### src/rtl/if_stage.sv
// Instruction fetch stage: PC register, IF/ID pipeline register and RUN/HALTED control.
// Instruction memory is read combinationally, so im_data for the current pc is valid in the same cycle.
module if_stage #(
    parameter logic [15:0] RESET_PC  = 16'h0000,
    parameter logic [15:0] NOP_WORD  = 16'h0000,
    parameter logic [15:0] HALT_WORD = 16'hFFFF
) (
    input  logic        clk,
    input  logic        rst,
    output logic [15:0] im_addr,
    input  logic [15:0] im_data,
    input  logic        stall,
    input  logic        redirect,
    input  logic [15:0] redirect_pc,
    output logic [15:0] ifid_instr,
    output logic [15:0] ifid_pc1,
    output logic        ifid_valid,
    output logic        halted,
    output logic [15:0] fetch_count
);

    typedef enum logic {
        RUN    = 1'b0,
        HALTED = 1'b1
    } state_e;

    state_e      state_q;
    logic [15:0] pc_q;
    logic [15:0] instr_q;
    logic [15:0] pc1_q;
    logic        valid_q;
    logic [15:0] cnt_q;

    logic [15:0] pc_d;
    logic [15:0] cnt_d;
    logic        is_halt;

    assign pc_d    = pc_q + 16'd1;
    assign cnt_d   = (cnt_q == 16'hFFFF) ? cnt_q : cnt_q + 16'd1;
    assign is_halt = (im_data == HALT_WORD);

    // Priority: reset, redirect, halted bubble, stall, normal fetch.
    always_ff @(posedge clk) begin
        if (rst) begin
            state_q <= RUN;
            pc_q    <= RESET_PC;
            instr_q <= NOP_WORD;
            pc1_q   <= 16'h0000;
            valid_q <= 1'b0;
            cnt_q   <= 16'h0000;
        end else if (redirect) begin
            state_q <= RUN;
            pc_q    <= redirect_pc;
            instr_q <= NOP_WORD;
            valid_q <= 1'b0;
        end else if (state_q == HALTED) begin
            instr_q <= NOP_WORD;
            valid_q <= 1'b0;
        end else if (!stall) begin
            instr_q <= im_data;
            pc1_q   <= pc_d;
            valid_q <= 1'b1;
            cnt_q   <= cnt_d;
            if (is_halt) begin
                state_q <= HALTED;
            end else begin
                pc_q <= pc_d;
            end
        end
    end

    assign im_addr     = pc_q;
    assign ifid_instr  = instr_q;
    assign ifid_pc1    = pc1_q;
    assign ifid_valid  = valid_q;
    assign halted      = (state_q == HALTED);
    assign fetch_count = cnt_q;

endmodule

### config.mk
export PLATFORM = sky130hd
export DESIGN_NAME = if_stage
export DESIGN_NICKNAME = d
export VERILOG_FILES = /design/src/rtl/if_stage.sv
export SDC_FILE = /design/constraint.sdc
export NUM_CORES = 1
export LEC_CHECK = 0
export BUFFER_PORTS_ARGS = -buffer_cell sky130_fd_sc_hd__buf_2
export CORE_ASPECT_RATIO = 1.1
export CORE_MARGIN = 4
export CORE_UTILIZATION = 47
export CTS_BUF_LIST = sky130_fd_sc_hd__clkbuf_2
export DETAILED_ROUTE_END_ITERATION = 8
export GPL_TIMING_DRIVEN = 0
export PLACE_DENSITY = 0.8
export SLEW_MARGIN = 25
export SYNTH_ARGS = -nofsm -noshare
export SYNTH_HDL_FRONTEND = slang
export SYNTH_SLANG_ARGS = --single-unit
### constraint.sdc
create_clock -name clk -period 1.95 [get_ports clk]
set_input_delay 0.195 -clock clk [delete_from_list [all_inputs] [get_ports clk]]
set_output_delay 0.195 -clock clk [all_outputs]
set_load 0.02 [all_outputs]
==> impl_metrics.py, run 1 <==
metrics = {
    "route": {
        "drt_iter0_drc": 213,
        "vias_per_cell": 5.47,
        "ant_nets": 0,
        "wirelength_mm": 8.79,
        "dr.pass1.iters": 4,
        "drc": 0,
        "vias": 3117,
        "wl_per_cell_um": 15.4,
    },
    "power_and_ir_drop": {
        "ir_drop_mv": 0.422,
        "power.total_w": 0.00265,
        "p_leak_nw": 1.72,
        "p_per_area_mw_per_mm2": 655,
    },
    "cells_and_area": {
        "drive_gt1_share_pct": 29.2,
        "final_cell_mix": "102 x buf_2, 60 x dfxtp_1, 59 x nor2_1, 29 x dlygate4sd3_1, 23 x nand2_1",
        "layout_commonest_cell": "buf_2",
        "nets": 527,
        "fill_cells": 505,
        "diodes": 0,
        "area.growth.synth_to_final_pct": 37.5,
    },
    "global_routing": {
        "grt_max_degree": 11,
        "grt_pass1_wl_mm": 14.5,
        "grt_usage_pct": 23.2,
        "first_global_vias": 3121,
        "overflow": 0,
        "grt_antenna_before_repair": 0,
    },
    "worst_setup_path": {
        "crit_path_cell_trace": "dlygate4sd3_1, buf_2, nand4_1, or4_1, nand2_1, o311ai_0, a21oi_1",
        "critPathRequiredTime_ps": 2370,
        "critical_path_class": "primary input to flop",
        "slowest_delay_ps": 630,
        "crit_path_max_fanout": 8,
        "crit_slowest_cell": "or4_1",
        "cp_data_arrival_time_ps": 2310,
        "endpoint_kind": "flop",
        "worstSetupStartpointType": "primary input",
    },
    "die": {
        "die_x_um": 83.4,
        "ioPinCount": 102,
        "fp.coreArea_mm2": 0.00591,
        "dieArea_mm2": 0.00759,
        "rows": 29,
        "die_y_um": 91.0,
        "start_util_pct": 49.7,
    },
    "clock_tree": {
        "cts_buffer_depth": 2,
        "cts_buffers": 9,
        "cts_max_level": 3,
        "cts_tree": "yes",
        "clkLatencyLatePin_ps": 480,
        "cts-root-buf": "clkbuf_2",
        "path_clk_slew_ps": 160,
        "clkSinkCount": 66,
    },
    "synthesis": {
        "syn_area_mm2": 0.00294,
        "synth_edf_count": 0,
        "yosysSeqAreaShare_pct": 44.9,
        "yosys_register_bits": 66,
        "synth_warnings": 0,
        "synthArstFlopShare_pct": 0,
        "synth_area_per_cell_um2": 8.45,
        "syn-num-nets": 386,
        "ys.flop_type": "dfxtp_1",
        "netlist_instances": 348,
        "ys_types": 36,
    },
    "sta": {
        "min_period_ps": 1890,
        "fin_skew_ps": 20.8,
        "period_share_pct": 96.9,
        "worst_slack_ps": 59.6,
        "maxSlewViolCount": 0,
        "worst_pin_slew_ps": 582,
        "finalHoldViolCount": 0,
        "fin_setup_tns_ps": 0,
        "finalSetupViolCount": 0,
        "relSlewSlack_pct": 61.2,
        "fmaxAchievable_ghz": 0.529,
    },
    "placement": {
        "place_ws_ps": -256,
        "io_buffer_count": 101,
        "gp_congestion": 0.912,
        "dp_hpwl_mm": 6.04,
    },
    "run": {
        "drv_cap": 0,
    },
    "outcome": {
        "status": "finished clean",
    },
    "min_path": {
        "hp-class": "primary input to flop",
    },
}
Yosys cell counts (8+ instances only):
cell type  instances  area share, %
nor3_1            20            3.4
nor4_1             8            1.7
nand4_1           13            2.8
clkbuf_1          16            2.0
xor2_1            10            3.0
a211oi_1          13            3.3
nand2_1           23            2.9
a21oi_1           19            3.2
nor2_1            59            7.5
dfxtp_1           66             45
nand3_1           15            2.6
xnor2_1           15            4.5
mux2i_1           16            5.4
state kept, by name (all words and copies together), names as in the netlist:
name	flops
ifid_pc1	16
ifid_instr	16
fetch_count	16
im_addr	16
halted	1
ifid_valid	1
report_power, final:
group	total, W	internal (W)	switching [W]
sequential	0.00146	0.00141	0.0000553
clock	0.000768	0.000302	0.000466
combinational	0.000419	0.000179	0.000241
total	0.00265	0.00189	0.000762
critical path, delay by kind of cell:
kind / cells / cell delay [ps]
simple gates: 3 / 1080
buf+inv: 2 / 680
compound gates: 2 / 350
routing by layer:
metal / GRT usage (%) / share of wire, %
met1: 26.9 / 40
met2: 39.8 / 50
met3: 5.16 / 6.5
met4: 13.0 / 2.8
met5: 0 / 0
kinds of logic after synthesis:
logic type      share of synthesized area (%)
simple gates                             26.2
flops                                    44.9
compound gates                           11.8
xor+xnor                                 7.44
buf+inv                                  3.28
mux                                      5.44
fa+ha+maj                               0.851
area by class of cell:
type | count | area (µm²) | area share, %
well taps | 77 | 96.3 | 2.38
multi-input cells | 257 | 1620 | 39.9
inverters | 6 | 22.5 | 0.557
plain buffers | 17 | 68.8 | 1.70
flip-flops and latches | 66 | 1330 | 32.9
repair buffers | 132 | 811 | 20.0
clock buffers | 12 | 60.1 | 1.49
clock inverters | 3 | 41.3 | 1.02
worst paths after layout:
kind                   startpoint  slack [ps]  cells past startpoint        endpoint
hold / removal    redirect_pc[14]          40                      3     im_addr[14]
setup / recovery       im_data[4]          60                      7     im_addr[11]
setup reg to reg           halted          70                      5  fetch_count[5]
hold reg to reg        ifid_valid         470                      2      ifid_valid
per-stage QoR:
| step | std cells | area (µm²) | hold slack, ps | utilization, % |
|---|---|---|---|---|
| 5_1_grt | 570 | 4040 | 0.992 | 68.4 |
| 3_5_place_dp | 526 | 3560 | 450 | 60.1 |
| 4_1_cts | 570 | 3970 | 13.5 | 67.1 |
| 6_report | 570 | 4040 | 35.3 | 68.4 |
| 2_1_floorplan | 348 | 2950 | 339 | - |
| 3_3_place_gp | 526 | 3550 | 438 | 60.0 |
timing repair:
| action | 4_1_cts | 5_1_grt |
|---|---|---|
| pin swaps | 0 | 2 |
| setup buffers | 0 | 2 |
| endpoints found under the setup margin | 12 | 34 |
| gates cloned | 0 | 0 |
| hold buffers | 29 | 0 |
| endpoints found under the hold margin | 29 | 0 |
| resized for setup | 4 | 18 |
(Power assumes the default switching activity.)
==> inputs of run 2 (changes only) <==
Settings changed: PLACE_DENSITY 0.8 to 0.79.
==> run 2 against run 1 <==
  * Sequential cell count is the same
  * Power grew 10%
  * Clock power grew 35%
  * Count of clock-buffer cells in the layout shrank 3
  * Final cell count shrank 0.18%
  * Largest power group unchanged
  * Design area grew 1.7%
  * Critical path depth shrank 1
  * Hold slack lost 9.4 ps
==> impl_metrics.py, run 2 (same netlist as run 1, synthesis figures left out) <==
metrics = {
    "clock_tree": {
        "cts_max_level": 3,
        "post_cts_buffers": 0,
        "cts-root-buf": "clkbuf_2",
        "cts_buffers": 9,
        "clkSinkCount": 66,
        "path_clk_slew_ps": 200,
        "clkLatencyLatePin_ps": 510,
        "cts_tree": "yes",
        "cts_buffer_depth": 2,
    },
    "cells_and_area": {
        "layoutNonFillerInstCount": 569,
        "multi_input_area_mm2": 0.00163,
        "seq_area_mm2": 0.00134,
        "area.growth.synth_to_final_pct": 39.9,
        "diodes": 0,
        "final_cell_area_mm2": 0.00411,
        "layout_commonest_cell": "buf_2",
        "final_cell_mix": "102 x buf_2, 59 x nor2_1, 57 x dfxtp_1, 29 x dlygate4sd3_1, 22 x nand2_1",
        "nets": 526,
        "drive_gt1_share_pct": 30.5,
        "fill_cells": 506,
    },
    "route": {
        "vias_per_cell": 5.58,
        "drt_iter0_drc": 219,
        "dr.pass1.iters": 5,
        "wl_per_cell_um": 16.1,
        "vias": 3177,
        "ant_nets": 0,
        "wirelength_mm": 9.18,
        "drc": 0,
    },
    "global_routing": {
        "overflow": 0,
        "grt_usage_pct": 23.3,
        "grt_antenna_before_repair": 0,
        "grt_pass1_wl_mm": 14.4,
        "first_global_vias": 3102,
        "grt_max_degree": 12,
    },
    "sta": {
        "fin_skew_ps": 42.4,
        "worst_slack_ps": 42.4,
        "period_share_pct": 97.8,
        "fin_setup_tns_ps": 0,
        "min_period_ps": 1910,
        "rsz0062_at_grt": "true",
        "finalSetupViolCount": 0,
        "finalHoldViolCount": 0,
        "fmaxAchievable_ghz": 0.524,
        "worst_pin_slew_ps": 575,
        "maxSlewViolCount": 0,
        "relSlewSlack_pct": 61.7,
    },
    "power_and_ir_drop": {
        "p_per_area_mw_per_mm2": 710,
        "p_leak_nw": 1.71,
        "ir_drop_mv": 0.397,
    },
    "die": {
        "die_y_um": 91.0,
        "die_x_um": 83.4,
        "fp.coreArea_mm2": 0.00591,
        "dieArea_mm2": 0.00759,
        "ioPinCount": 102,
        "rows": 29,
        "start_util_pct": 49.7,
    },
    "placement": {
        "dp_hpwl_mm": 6.18,
        "io_buffer_count": 101,
        "dpl_cell_area_mm2": 0.00356,
        "gp_congestion": 0.883,
        "placed_cells": 526,
        "place_ws_ps": -303,
    },
    "outcome": {
        "status": "finished clean",
    },
    "worst_setup_path": {
        "worstSetupStartpointType": "flop",
        "critPathRequiredTime_ps": 2380,
        "critical_path_class": "flop to flop",
        "crit_path_max_fanout": 8,
        "cp_data_arrival_time_ps": 2330,
        "endpoint_kind": "flop",
    },
    "min_path": {
        "hp-class": "primary input to flop",
    },
    "run": {
        "drv_cap": 0,
    },
}
[run 2: cell count changes in the layout (fill, tap and decap cells not counted), sizes merged]
cell,change
clkbuf,-2
bufinv,+2
buf,-2
clkinv,+1
[run 2: final cells by class]
cell class,instances,area share [%]
multi-input cells,257,39.7
flip-flops and latches,66,32.6
repair buffers,130,19.3
clock inverters,6,2.59
well taps,77,2.34
plain buffers,18,1.86
clock buffers,9,1.09
inverters,6,0.547
[run 2: what timing repair did]
| action | in CTS | in global routing |
|---|---|---|
| endpoints found under the setup margin | 10 | 36 |
| gates cloned | 0 | 0 |
| hold endpoints to repair | 29 | 0 |
| pin swaps | 0 | 4 |
| hold buffers | 29 | 0 |
| resized for setup | 4 | 29 |
[run 2: power by group]
group	internal, W	leakage, nW	switching [W]
clock network	0.000539	0.0854	0.000499
logic	0.000179	1.08	0.000244
registers	0.00141	0.544	0.0000562
total	0.00212	1.71	0.000799
[run 2: final timing paths]
check / start / slack [ps] / cells past startpoint / end
setup / recovery: im_addr[7] / 40 / 6 / im_addr[15]
hold / removal: rst / 30 / 3 / im_addr[0]
setup reg to reg: im_addr[7] / 40 / 6 / im_addr[15]
hold reg to reg: ifid_valid / 490 / 2 / ifid_valid
[run 2: layer usage]
| metal | up-vias | track usage [%] | routed length, µm |
|---|---|---|---|
| met5 | - | 0 | 0 |
| met4 | 0 | 13.3 | 312 |
| met3 | 31 | 5.34 | 764 |
| met2 | 152 | 39.2 | 4570 |
| met1 | 1477 | 27.2 | 3530 |
| li1 | 1517 | - | - |
[run 2: critical path, cell delays in order (launching register included)]
cell and delay [ps]:
dfxtp_1 380, clkbuf_1 310, nand4_1 240, nor4_1 450, xor2_1 220, nand2_1 80
a21oi_1 130
[run 2: stage by stage]
step | power, W | utilization [%] | hold slack (ps)
6_report | 0.00292 | 69.6 | 26.0
5_1_grt | 0.00303 | 69.6 | 28.4
4_1_cts | 0.00292 | 68.0 | 5.67
3_5_place_dp | 0.00186 | 60.1 | 453
3_3_place_gp | 0.00184 | 60.0 | 436
2_1_floorplan | 0.00170 | - | 339
==> inputs of run 3 (changes only) <==
Settings changed: CORE_ASPECT_RATIO 1.1 to 0.7.
==> run 3 against run 2 <==
  * The run now ends with setup timing left
  * Power rose by 1.4%
  * Global-route usage rose by 1.9 points
  * Register-to-register slack got worse by 110 ps
  * Sequential cell count did not move
  * Utilization rose by 1.6 points
==> impl_metrics.py, run 3 (same netlist as run 1, synthesis figures left out) <==
metrics = {
    "cells_and_area": {
        "final_cell_area_mm2": 0.00420,
        "drive_gt1_share_pct": 31.2,
        "layout_commonest_cell": "buf_2",
        "area.growth.synth_to_final_pct": 42.7,
        "final_cell_mix": "102 x buf_2, 59 x nor2_1, 57 x dfxtp_1, 32 x dlygate4sd3_1, 22 x nand2_1",
        "layoutNonFillerInstCount": 576,
        "nets": 533,
    },
    "placement": {
        "gp_congestion": 0.926,
        "io_buffer_count": 101,
        "dpl_cell_area_mm2": 0.00355,
        "dp_hpwl_mm": 6.38,
        "placed_cells": 524,
    },
    "worst_setup_path": {
        "crit_slowest_cell": "nor3_1",
        "critPathRequiredTime_ps": 2330,
        "r2r_cells": 5,
        "critical_path_class": "flop to flop",
        "worstSetupStartpointType": "flop",
        "slowest_delay_ps": 740,
        "crit_path_max_fanout": 8,
        "crit_path_cell_trace": "nand4_1, nor3_1, nor3_2, xnor2_1, nor2_1",
        "endpoint_kind": "flop",
        "cp_data_arrival_time_ps": 2400,
    },
    "die": {
        "ioPinCount": 102,
        "start_util_pct": 49.9,
        "die_x_um": 103,
        "die_y_um": 74.2,
        "rows": 23,
        "fp.coreArea_mm2": 0.00590,
        "dieArea_mm2": 0.00761,
    },
    "power_and_ir_drop": {
        "ir_drop_mv": 0.468,
        "p_leak_nw": 1.76,
        "p_per_area_mw_per_mm2": 706,
        "power.total_w": 0.00296,
    },
    "clock_tree": {
        "cts_buffers": 9,
        "cts-root-buf": "clkbuf_2",
        "path_clk_slew_ps": 190,
        "clkSinkCount": 66,
        "cts_max_level": 3,
        "cts_buffer_depth": 2,
        "clkLatencyLatePin_ps": 500,
        "cts_tree": "yes",
    },
    "min_path": {
        "min_path_cells": 4,
        "hp-class": "primary input to flop",
    },
    "sta": {
        "period_share_pct": 103,
        "maxSlewViolCount": 0,
        "rsz0062_at_grt": "true",
        "fin_skew_ps": 20.9,
        "relSlewSlack_pct": 47.3,
        "worst_pin_slew_ps": 784,
        "holdWs_ps": 35.2,
        "finalSetupViolCount": 6,
        "fmaxAchievable_ghz": 0.496,
        "min_period_ps": 2020,
        "worst_slack_ps": -66.9,
        "finalHoldViolCount": 0,
    },
    "outcome": {
        "status": "finished with violations",
        "violations": "setup timing",
    },
    "route": {
        "wl_per_cell_um": 17.3,
        "drt_iter0_drc": 306,
        "dr.pass1.iters": 5,
        "vias": 3278,
        "vias_per_cell": 5.69,
        "wirelength_mm": 9.95,
        "ant_nets": 0,
        "drc": 0,
    },
    "global_routing": {
        "grt_antenna_before_repair": 1,
        "first_global_vias": 3063,
        "grt_pass1_wl_mm": 14.8,
        "grt_max_degree": 13,
        "overflow": 0,
        "grt_usage_pct": 25.2,
    },
    "run": {
        "drv_cap": 0,
    },
}
[run 3: cell count changes in the layout (fill, tap and decap cells not counted), sizes merged]
cell,change
diode,+1
buf,+4
dlygate4sd3,+3
clkinv,+2
clkinvlp,-1
[run 3: worst max-delay path, delay by kind of cell (launching register included)]
kind	cells	cell delay [ps]
xor gates and xnor gates	1	180
DFF	1	480
and+or+nand+nor	4	1220
[run 3: metrics by stage]
| step | setup TNS, ps | util [%] | worst slack [ps] |
|---|---|---|---|
| global route | -926 | 71.2 | -169 |
| finish | -82.6 | 71.2 | -66.9 |
| detailed placement | -2390 | 60.2 | -240 |
| CTS | -15.2 | 68.7 | -8.25 |
| global placement | -3990 | 60.1 | -291 |
| floorplan | 0 | - | 54.6 |
[run 3: per-layer routing]
metal,track usage [%],vias up,share of wire (%)
met1,33.1,1506,42
li1,-,1535,-
met2,38.1,205,45
met4,10.6,0,3.6
met3,8.53,32,9.9
met5,0,-,0
[run 3: what timing repair did]
action / CTS / global route
buffers inserted: 0 / 4
setup endpoints to repair: 21 / 33
hold endpoints to repair: 31 / 0
hold buffers: 32 / 0
gates resized for setup: 5 / 31
pin swaps: 0 / 3
[run 3: cell type report]
| cell class | count | area [µm²] |
|---|---|---|
| Antenna cell | 1 | 2.50 |
| Clock buffer | 9 | 45.0 |
| Sequential cell | 66 | 1340 |
| Multi-Input combinational cell | 257 | 1640 |
| Tap cell | 75 | 93.8 |
| Timing Repair Buffer | 137 | 856 |
| Fill cell | 439 | 1700 |
| Inverter | 6 | 22.5 |
| Buffer | 18 | 76.3 |
| Clock inverter | 7 | 118 |
[run 3: final timing paths]
| path | slack (ps) | from | to |
|---|---|---|---|
| worst min register to register | 490 | ifid_pc1[1] | ifid_pc1[1] |
| worst min-delay path | 40 | redirect_pc[5] | im_addr[5] |
| worst max-delay path | -70 | fetch_count[9] | fetch_count[13] |
| worst max register to register | -70 | fetch_count[9] | fetch_count[13] |
[run 3: power by group]
| group | total [W] | internal, W | leakage [nW] | switching, W |
|---|---|---|---|---|
| Combinational | 0.000443 | 0.000184 | 1.12 | 0.000259 |
| Clock | 0.00106 | 0.000553 | 0.0958 | 0.000505 |
| Sequential | 0.00146 | 0.00140 | 0.544 | 0.0000561 |
